`src/rtl/pc_sel_pkg.sv`:
```
// Shared PC-select codes, fetch FSM state encoding and reset vector.
package pc_sel_pkg;

  // Redirect target selects; unlisted codes fall back to sequential.
  localparam logic [2:0] PC_SEQ = 3'd0;
  localparam logic [2:0] PC_BEQ = 3'd1;
  localparam logic [2:0] PC_JAL = 3'd2;
  localparam logic [2:0] PC_JR  = 3'd3;
  localparam logic [2:0] PC_J   = 3'd4;

  // Word address of the first fetch (byte address 0x0000_3000).
  localparam logic [29:0] RESET_PC = 30'h0000_0C00;

  typedef enum logic [1:0] {
    StIdle,
    StReq,
    StWait,
    StHold
  } fetch_state_e;

endpackage

```
`src/rtl/pc_fetch_ctrl_if.sv`:
```
// Instruction-memory request/response bus between the fetch controller and imem.
interface pc_fetch_ctrl_if;

  logic        imem_req_valid;
  logic [29:0] imem_req_addr;
  logic        imem_req_ready;
  logic        imem_rsp_valid;
  logic [31:0] imem_rsp_data;

  modport master (
    output imem_req_valid,
    output imem_req_addr,
    input  imem_req_ready,
    input  imem_rsp_valid,
    input  imem_rsp_data
  );

  modport slave (
    input  imem_req_valid,
    input  imem_req_addr,
    output imem_req_ready,
    output imem_rsp_valid,
    output imem_rsp_data
  );

endinterface

```
`src/rtl/npc_target.sv`:
```
// Combinational redirect-target mux for the word-addressed PC (mod 2^30 arithmetic).
module npc_target
  import pc_sel_pkg::*;
(
  input  logic [2:0]  sel,
  input  logic [29:0] base_pc,
  input  logic [15:0] imm16,
  input  logic [25:0] target26,
  input  logic [31:0] rs,
  output logic [29:0] target
);

  logic [29:0] seq_pc;
  logic        unused_rs_lsbs;

  assign seq_pc = base_pc + 30'd1;

  // rs is a byte address; its low two bits carry no word information.
  assign unused_rs_lsbs = ^rs[1:0];

  // Select the next PC for the redirecting instruction.
  always_comb begin
    target = seq_pc;
    case (sel)
      PC_BEQ:       target = seq_pc + {{14{imm16[15]}}, imm16};
      PC_J, PC_JAL: target = {base_pc[29:26], target26};
      PC_JR:        target = rs[31:2];
      default:      target = seq_pc;
    endcase
  end

endmodule

```
`src/rtl/pc_fetch_ctrl.sv`:
```
// Fetch sequencer: owns the PC, issues one imem request at a time, holds the
// fetched instruction for decode and applies execute-stage redirects.
module pc_fetch_ctrl
  import pc_sel_pkg::*;
(
  input  logic               clk,
  input  logic               rst_n,
  pc_fetch_ctrl_if.master    imem,
  output logic               instr_valid,
  output logic [31:0]        instr,
  output logic [29:0]        instr_pc,
  input  logic               instr_ready,
  input  logic               redirect_valid,
  input  logic [2:0]         redirect_sel,
  input  logic [29:0]        redirect_base_pc,
  input  logic [15:0]        redirect_imm16,
  input  logic [25:0]        redirect_target26,
  input  logic [31:0]        redirect_rs,
  output logic [15:0]        fetch_count
);

  fetch_state_e state_q;
  logic [29:0]  pc_q;
  logic         req_valid_q;
  logic         kill_q;
  logic         instr_valid_q;
  logic [31:0]  instr_q;
  logic [29:0]  instr_pc_q;
  logic [15:0]  fetch_count_q;

  logic [29:0]  redirect_target;
  logic         accept;
  logic         kill_set;

  npc_target u_npc_target (
    .sel      (redirect_sel),
    .base_pc  (redirect_base_pc),
    .imm16    (redirect_imm16),
    .target26 (redirect_target26),
    .rs       (redirect_rs),
    .target   (redirect_target)
  );

  assign accept = (state_q == StReq) && req_valid_q && imem.imem_req_ready;

  // A redirect this cycle leaves a response in flight that must be discarded.
  always_comb begin
    kill_set = 1'b0;
    case (state_q)
      StReq:   kill_set = accept || (kill_q && !imem.imem_rsp_valid);
      StWait:  kill_set = !imem.imem_rsp_valid;
      default: kill_set = 1'b0;
    endcase
  end

  // Fetch FSM with PC, held instruction, kill flag and delivery counter.
  always_ff @(posedge clk or negedge rst_n) begin
    if (!rst_n) begin
      state_q       <= StIdle;
      pc_q          <= RESET_PC;
      req_valid_q   <= 1'b0;
      kill_q        <= 1'b0;
      instr_valid_q <= 1'b0;
      instr_q       <= '0;
      instr_pc_q    <= '0;
      fetch_count_q <= '0;
    end else if (redirect_valid && (state_q != StIdle)) begin
      // Redirect outranks both a returning response and a decode consume.
      state_q       <= StReq;
      pc_q          <= redirect_target;
      instr_valid_q <= 1'b0;
      kill_q        <= kill_set;
      req_valid_q   <= !kill_set;
    end else begin
      case (state_q)
        StIdle: begin
          state_q     <= StReq;
          req_valid_q <= 1'b1;
        end
        StReq: begin
          if (kill_q) begin
            if (imem.imem_rsp_valid) begin
              kill_q      <= 1'b0;
              req_valid_q <= 1'b1;
            end
          end else if (imem.imem_req_ready) begin
            state_q     <= StWait;
            req_valid_q <= 1'b0;
          end
        end
        StWait: begin
          if (imem.imem_rsp_valid) begin
            state_q       <= StHold;
            instr_q       <= imem.imem_rsp_data;
            instr_pc_q    <= pc_q;
            instr_valid_q <= 1'b1;
          end
        end
        StHold: begin
          if (instr_ready) begin
            state_q       <= StReq;
            instr_valid_q <= 1'b0;
            pc_q          <= pc_q + 30'd1;
            fetch_count_q <= fetch_count_q + 16'd1;
            req_valid_q   <= 1'b1;
          end
        end
        default: state_q <= StIdle;
      endcase
    end
  end

  assign imem.imem_req_valid = req_valid_q;
  assign imem.imem_req_addr  = pc_q;
  assign instr_valid         = instr_valid_q;
  assign instr               = instr_q;
  assign instr_pc            = instr_pc_q;
  assign fetch_count         = fetch_count_q;

endmodule

```
`src/flat_wrapper.sv`:
```
// flat-port wrapper written by rule: the top's interface ports become plain ports
module pc_fetch_ctrl_flat import pc_sel_pkg::*;
  (clk, rst_n, instr_valid, instr, instr_pc, instr_ready, redirect_valid, redirect_sel, redirect_base_pc, redirect_imm16, redirect_target26, redirect_rs, fetch_count, imem_imem_req_valid, imem_imem_req_addr, imem_imem_req_ready, imem_imem_rsp_valid, imem_imem_rsp_data);
  pc_fetch_ctrl_if imem_i ();
  input  logic clk;
  input  logic rst_n;
  output logic instr_valid;
  output logic [31:0] instr;
  output logic [29:0] instr_pc;
  input  logic instr_ready;
  input  logic redirect_valid;
  input  logic [2:0] redirect_sel;
  input  logic [29:0] redirect_base_pc;
  input  logic [15:0] redirect_imm16;
  input  logic [25:0] redirect_target26;
  input  logic [31:0] redirect_rs;
  output logic [15:0] fetch_count;
  output wire logic [$bits(imem_i.imem_req_valid)-1:0] imem_imem_req_valid;
  output wire logic [$bits(imem_i.imem_req_addr)-1:0] imem_imem_req_addr;
  input wire logic [$bits(imem_i.imem_req_ready)-1:0] imem_imem_req_ready;
  input wire logic [$bits(imem_i.imem_rsp_valid)-1:0] imem_imem_rsp_valid;
  input wire logic [$bits(imem_i.imem_rsp_data)-1:0] imem_imem_rsp_data;
  assign imem_imem_req_valid = imem_i.imem_req_valid;
  assign imem_imem_req_addr = imem_i.imem_req_addr;
  assign imem_i.imem_req_ready = imem_imem_req_ready;
  assign imem_i.imem_rsp_valid = imem_imem_rsp_valid;
  assign imem_i.imem_rsp_data = imem_imem_rsp_data;
  pc_fetch_ctrl u_core (.clk(clk), .rst_n(rst_n), .imem(imem_i), .instr_valid(instr_valid), .instr(instr), .instr_pc(instr_pc), .instr_ready(instr_ready), .redirect_valid(redirect_valid), .redirect_sel(redirect_sel), .redirect_base_pc(redirect_base_pc), .redirect_imm16(redirect_imm16), .redirect_target26(redirect_target26), .redirect_rs(redirect_rs), .fetch_count(fetch_count));
endmodule
```
`config.mk`:
```
export PLATFORM = sky130hd
export DESIGN_NAME = pc_fetch_ctrl_flat
export DESIGN_NICKNAME = d
export VERILOG_FILES = /design/src/rtl/pc_sel_pkg.sv /design/src/rtl/pc_fetch_ctrl_if.sv /design/src/rtl/npc_target.sv /design/src/rtl/pc_fetch_ctrl.sv /design/src/flat_wrapper.sv
export SDC_FILE = /design/constraint.sdc
export NUM_CORES = 1
export LEC_CHECK = 0
export CORE_MARGIN = 1
export CORE_UTILIZATION = 45
export CTS_CLUSTER_DIAMETER = 120
export DETAILED_ROUTE_END_ITERATION = 16
export PLACE_DENSITY = 0.77
export SLEW_MARGIN = 20
export SYNTH_ARGS = -nofsm -noshare
export SYNTH_HDL_FRONTEND = slang
export SYNTH_SLANG_ARGS = --single-unit
export TNS_END_PERCENT = 20
```
`constraint.sdc`:
```
create_clock -name clk -period 5.2 [get_ports clk]
set_clock_uncertainty 0.05 [all_clocks]
set_input_delay 0.78 -clock clk [delete_from_list [all_inputs] [get_ports clk]]
set_output_delay 0.78 -clock clk [all_outputs]
set_load 0.05 [all_outputs]
```
==> impl_metrics.py <==
metrics = {
    "power": {
        "ir_drop_mv": 0.268,
        "power.total_mw": 6.04,
        "p_leak_nw": 4.82,
        "p_per_area_nw_per_um2": 508,
    },
    "setup_path": {
        "crit_top_cell": "xor2_1",
        "path_cells": "clkdlybuf4s50_1 > and4_4 > nand4_2 > nor4_1 > xor2_1 > ha_1 > nand4_1 > o21bai_1 > a2111oi_0 > a211oi_1 > a41o_1 > xor2_1 > a221oi_1 > nor2_1",
        "cp.required_ps": 5420,
        "worstSetupStartpointType": "input pin",
        "arrival_ps": 4840,
        "path_max_fanout": 6,
        "critPathMaxStageDelay_ps": 630,
        "crit_type": "input pin to flip-flop",
        "slowest_stage": "clkdlybuf4s50_1",
        "end_kind": "flip-flop",
    },
    "logic_synthesis": {
        "ys_seq_area_share_pct": 33.2,
        "ys.warnings.count": 0,
        "synth_enable_flop_cells": 0,
        "synth_top_cells_by_count": "dfrtp_1, nand2_1, nor2_1, mux2_2, a21oi_1",
        "yosys.cell_types.count": 76,
        "async_flop_share_pct": 100,
        "yosysTopAreaCell": "dfrtp_1",
        "syn_area_um2": 8530,
        "ys_ff_latch": 113,
        "synth_area_leaders": "dfrtp_1, mux2_2, ha_1",
        "synth_most_common_cell": "dfrtp_1",
        "synth_top_area_share_pct": 32.6,
        "synth_ff_type": "dfrtp_1",
        "synth.net_count": 1147,
        "syn_inst": 959,
        "avgSynthCellArea_um2": 8.90,
    },
    "clock_network": {
        "clk_pin_slew_worst_paths_ps": 50,
        "h-tree-depth": 4,
        "cts_sinks": 113,
        "cts_buffers": 17,
        "post_cts_buffers": 0,
        "root_buffer": "clkbuf_16",
        "insertion_delay_ps": 410,
        "cts.hold.buffers_added": 0,
        "cts_tree": "done",
        "cts_resized": 0,
        "cts.path.max_buffers": 2,
    },
    "sta": {
        "worst_pin_slew_ps": 1030,
        "hold-worst-slack_ps": 431,
        "setup_viol": 0,
        "worst_slack_ps": 580,
        "fin_setup_tns_ps": 0,
        "max_freq_mhz": 216,
        "rsz0062_at_grt": "false",
        "min_period_over_period_pct": 88.8,
        "period_minus_slack_ps": 4620,
        "drv_slew": 0,
        "relSlewSlack_pct": 31.4,
        "hold_viol": 0,
    },
    "final_layout": {
        "final_cell_area_um2": 11900,
        "fin_nets": 1385,
        "final_cells": 1439,
        "synthToLayoutAreaGrowth_pct": 39.3,
        "final_util_pct": 65.1,
        "drive_gt1_share_pct": 11.5,
        "diodes": 0,
    },
    "place": {
        "dp_cells": 1407,
        "dp_slack_ps": 259,
        "placed_cell_area_um2": 11300,
        "hpwl_mm": 21.3,
        "portBuffers": 252,
        "gp_congestion": 0.971,
    },
    "floorplan": {
        "dieWidth_um": 140,
        "dieHeight_um": 140,
        "coreArea_um2": 18300,
        "rows": 49,
        "initial_core_util_pct": 46.7,
        "fp.dieArea_um2": 19500,
        "ios": 255,
    },
    "grt": {
        "grt_max_degree": 73,
        "gr-total-overflow": 0,
        "grt_pass1_vias": 8218,
        "antenna_found_initial": 0,
        "grt_first_pass_wirelength_mm": 44.0,
        "grtUsageTotal_pct": 28.5,
    },
    "route": {
        "initialDrtViolationCount": 627,
        "routedWlPerCell_um": 18.9,
        "vias": 8437,
        "via_per_inst": 5.86,
        "wirelength_mm": 27.3,
        "antenna_left": 0,
        "dr.pass1.iters": 9,
        "drc": 0,
    },
    "hold_path": {
        "hp-class": "flip-flop to flip-flop",
    },
    "run": {
        "drv_cap": 0,
    },
    "status": {
        "status": "completed",
    },
}
[logic make-up after synthesis]
kind of cell,Yosys count,synth area share [%]
simple gates,320,19.4
compound gates,240,18.5
flops,113,33.2
xor+xnor,88,9.03
mux,78,10.1
buf+inv,77,3.45
fa+ha+maj,43,6.39
[registers in the layout, indices dropped and copies added (netlist names)]
name                        cells
u_core.state_q                  2
u_core.imem.imem_req_valid      1
u_core.fetch_count             16
u_core.instr_valid              1
u_core.imem.imem_req_addr      30
u_core.instr_pc                30
u_core.kill_q                   1
u_core.instr                   32
[placed cells by master, fill, tap and decap left out, drive strengths merged, types with 6 or more instances in the layout]
master	count
clkdlybuf4s50	251
a221oi	8
nand3	38
a211oi	10
mux2	66
nor2	68
nand2b	7
xnor2	58
o21bai	6
nor4	6
or2	7
a21o	6
nor2b	16
ha	42
xor2	30
a21oi	61
mux2i	12
o21ai	61
inv	33
a22oi	7
dfrtp	111
and2	7
nor3	16
nand4	30
o21a	7
and4	10
nand2	88
clkbuf	18
and3	18
buf	16
o22ai	9
a221o	6
o211ai	11
clkinvlp	6
[power by group]
group	leakage (nW)	internal (mW)	total, mW	switching [mW]
combinational	3.16	1.20	3.26	2.06
clock	0.282	0.771	1.19	0.423
sequential	1.38	1.25	1.58	0.338
[per-layer routing]
layer  track usage [%]  up-vias  share of wire [%]
met5                 0        -                  0
met2              47.7      362                 48
li1                  -     4010                  -
met3              5.09       31                7.5
met1              37.7     4034                 43
met4              8.04        0                1.4
[worst paths after layout]
check,startpoint,endpoint,slack [ps],depth (start not counted)
max,redirect_base_pc[2],u_core.imem.imem_req_addr[21]$_DFFE_PN0P_,580,14
min in group asynchronous,rst_n,u_core.imem.imem_req_valid$_DFFE_PN0P_,440,1
min,u_core.fetch_count[15]$_DFFE_PN0P_,u_core.fetch_count[15]$_DFFE_PN0P_,430,1
min reg2reg,u_core.fetch_count[15]$_DFFE_PN0P_,u_core.fetch_count[15]$_DFFE_PN0P_,430,1
max reg2reg,u_core.state_q[1]$_DFFE_PN0P_,u_core.imem.imem_req_addr[26]$_DFFE_PN0P_,2280,7
max in group asynchronous,rst_n,u_core.instr[9]$_DFFE_PN0P_,3570,2
[worst max-delay path, delay by kind of cell]
family / cells / cell delay [ps]
buffers and inverters: 1 / 630
AND/OR/NAND/NOR: 5 / 1080
AO/OA/AOI/OAI: 5 / 1630
XOR/XNOR: 2 / 280
adder cells (fa/ha/maj): 1 / 430
[area by class of cell]
cell class,instances,area (um2)
fillers,1494,6380
multi-input cells,769,5410
well taps,229,287
inverters,29,109
flip-flops and latches,113,2830
clock buffers,18,439
clock inverters,14,179
repair buffers,267,2630
No activity file was read; power rests on OpenSTA's default activity.
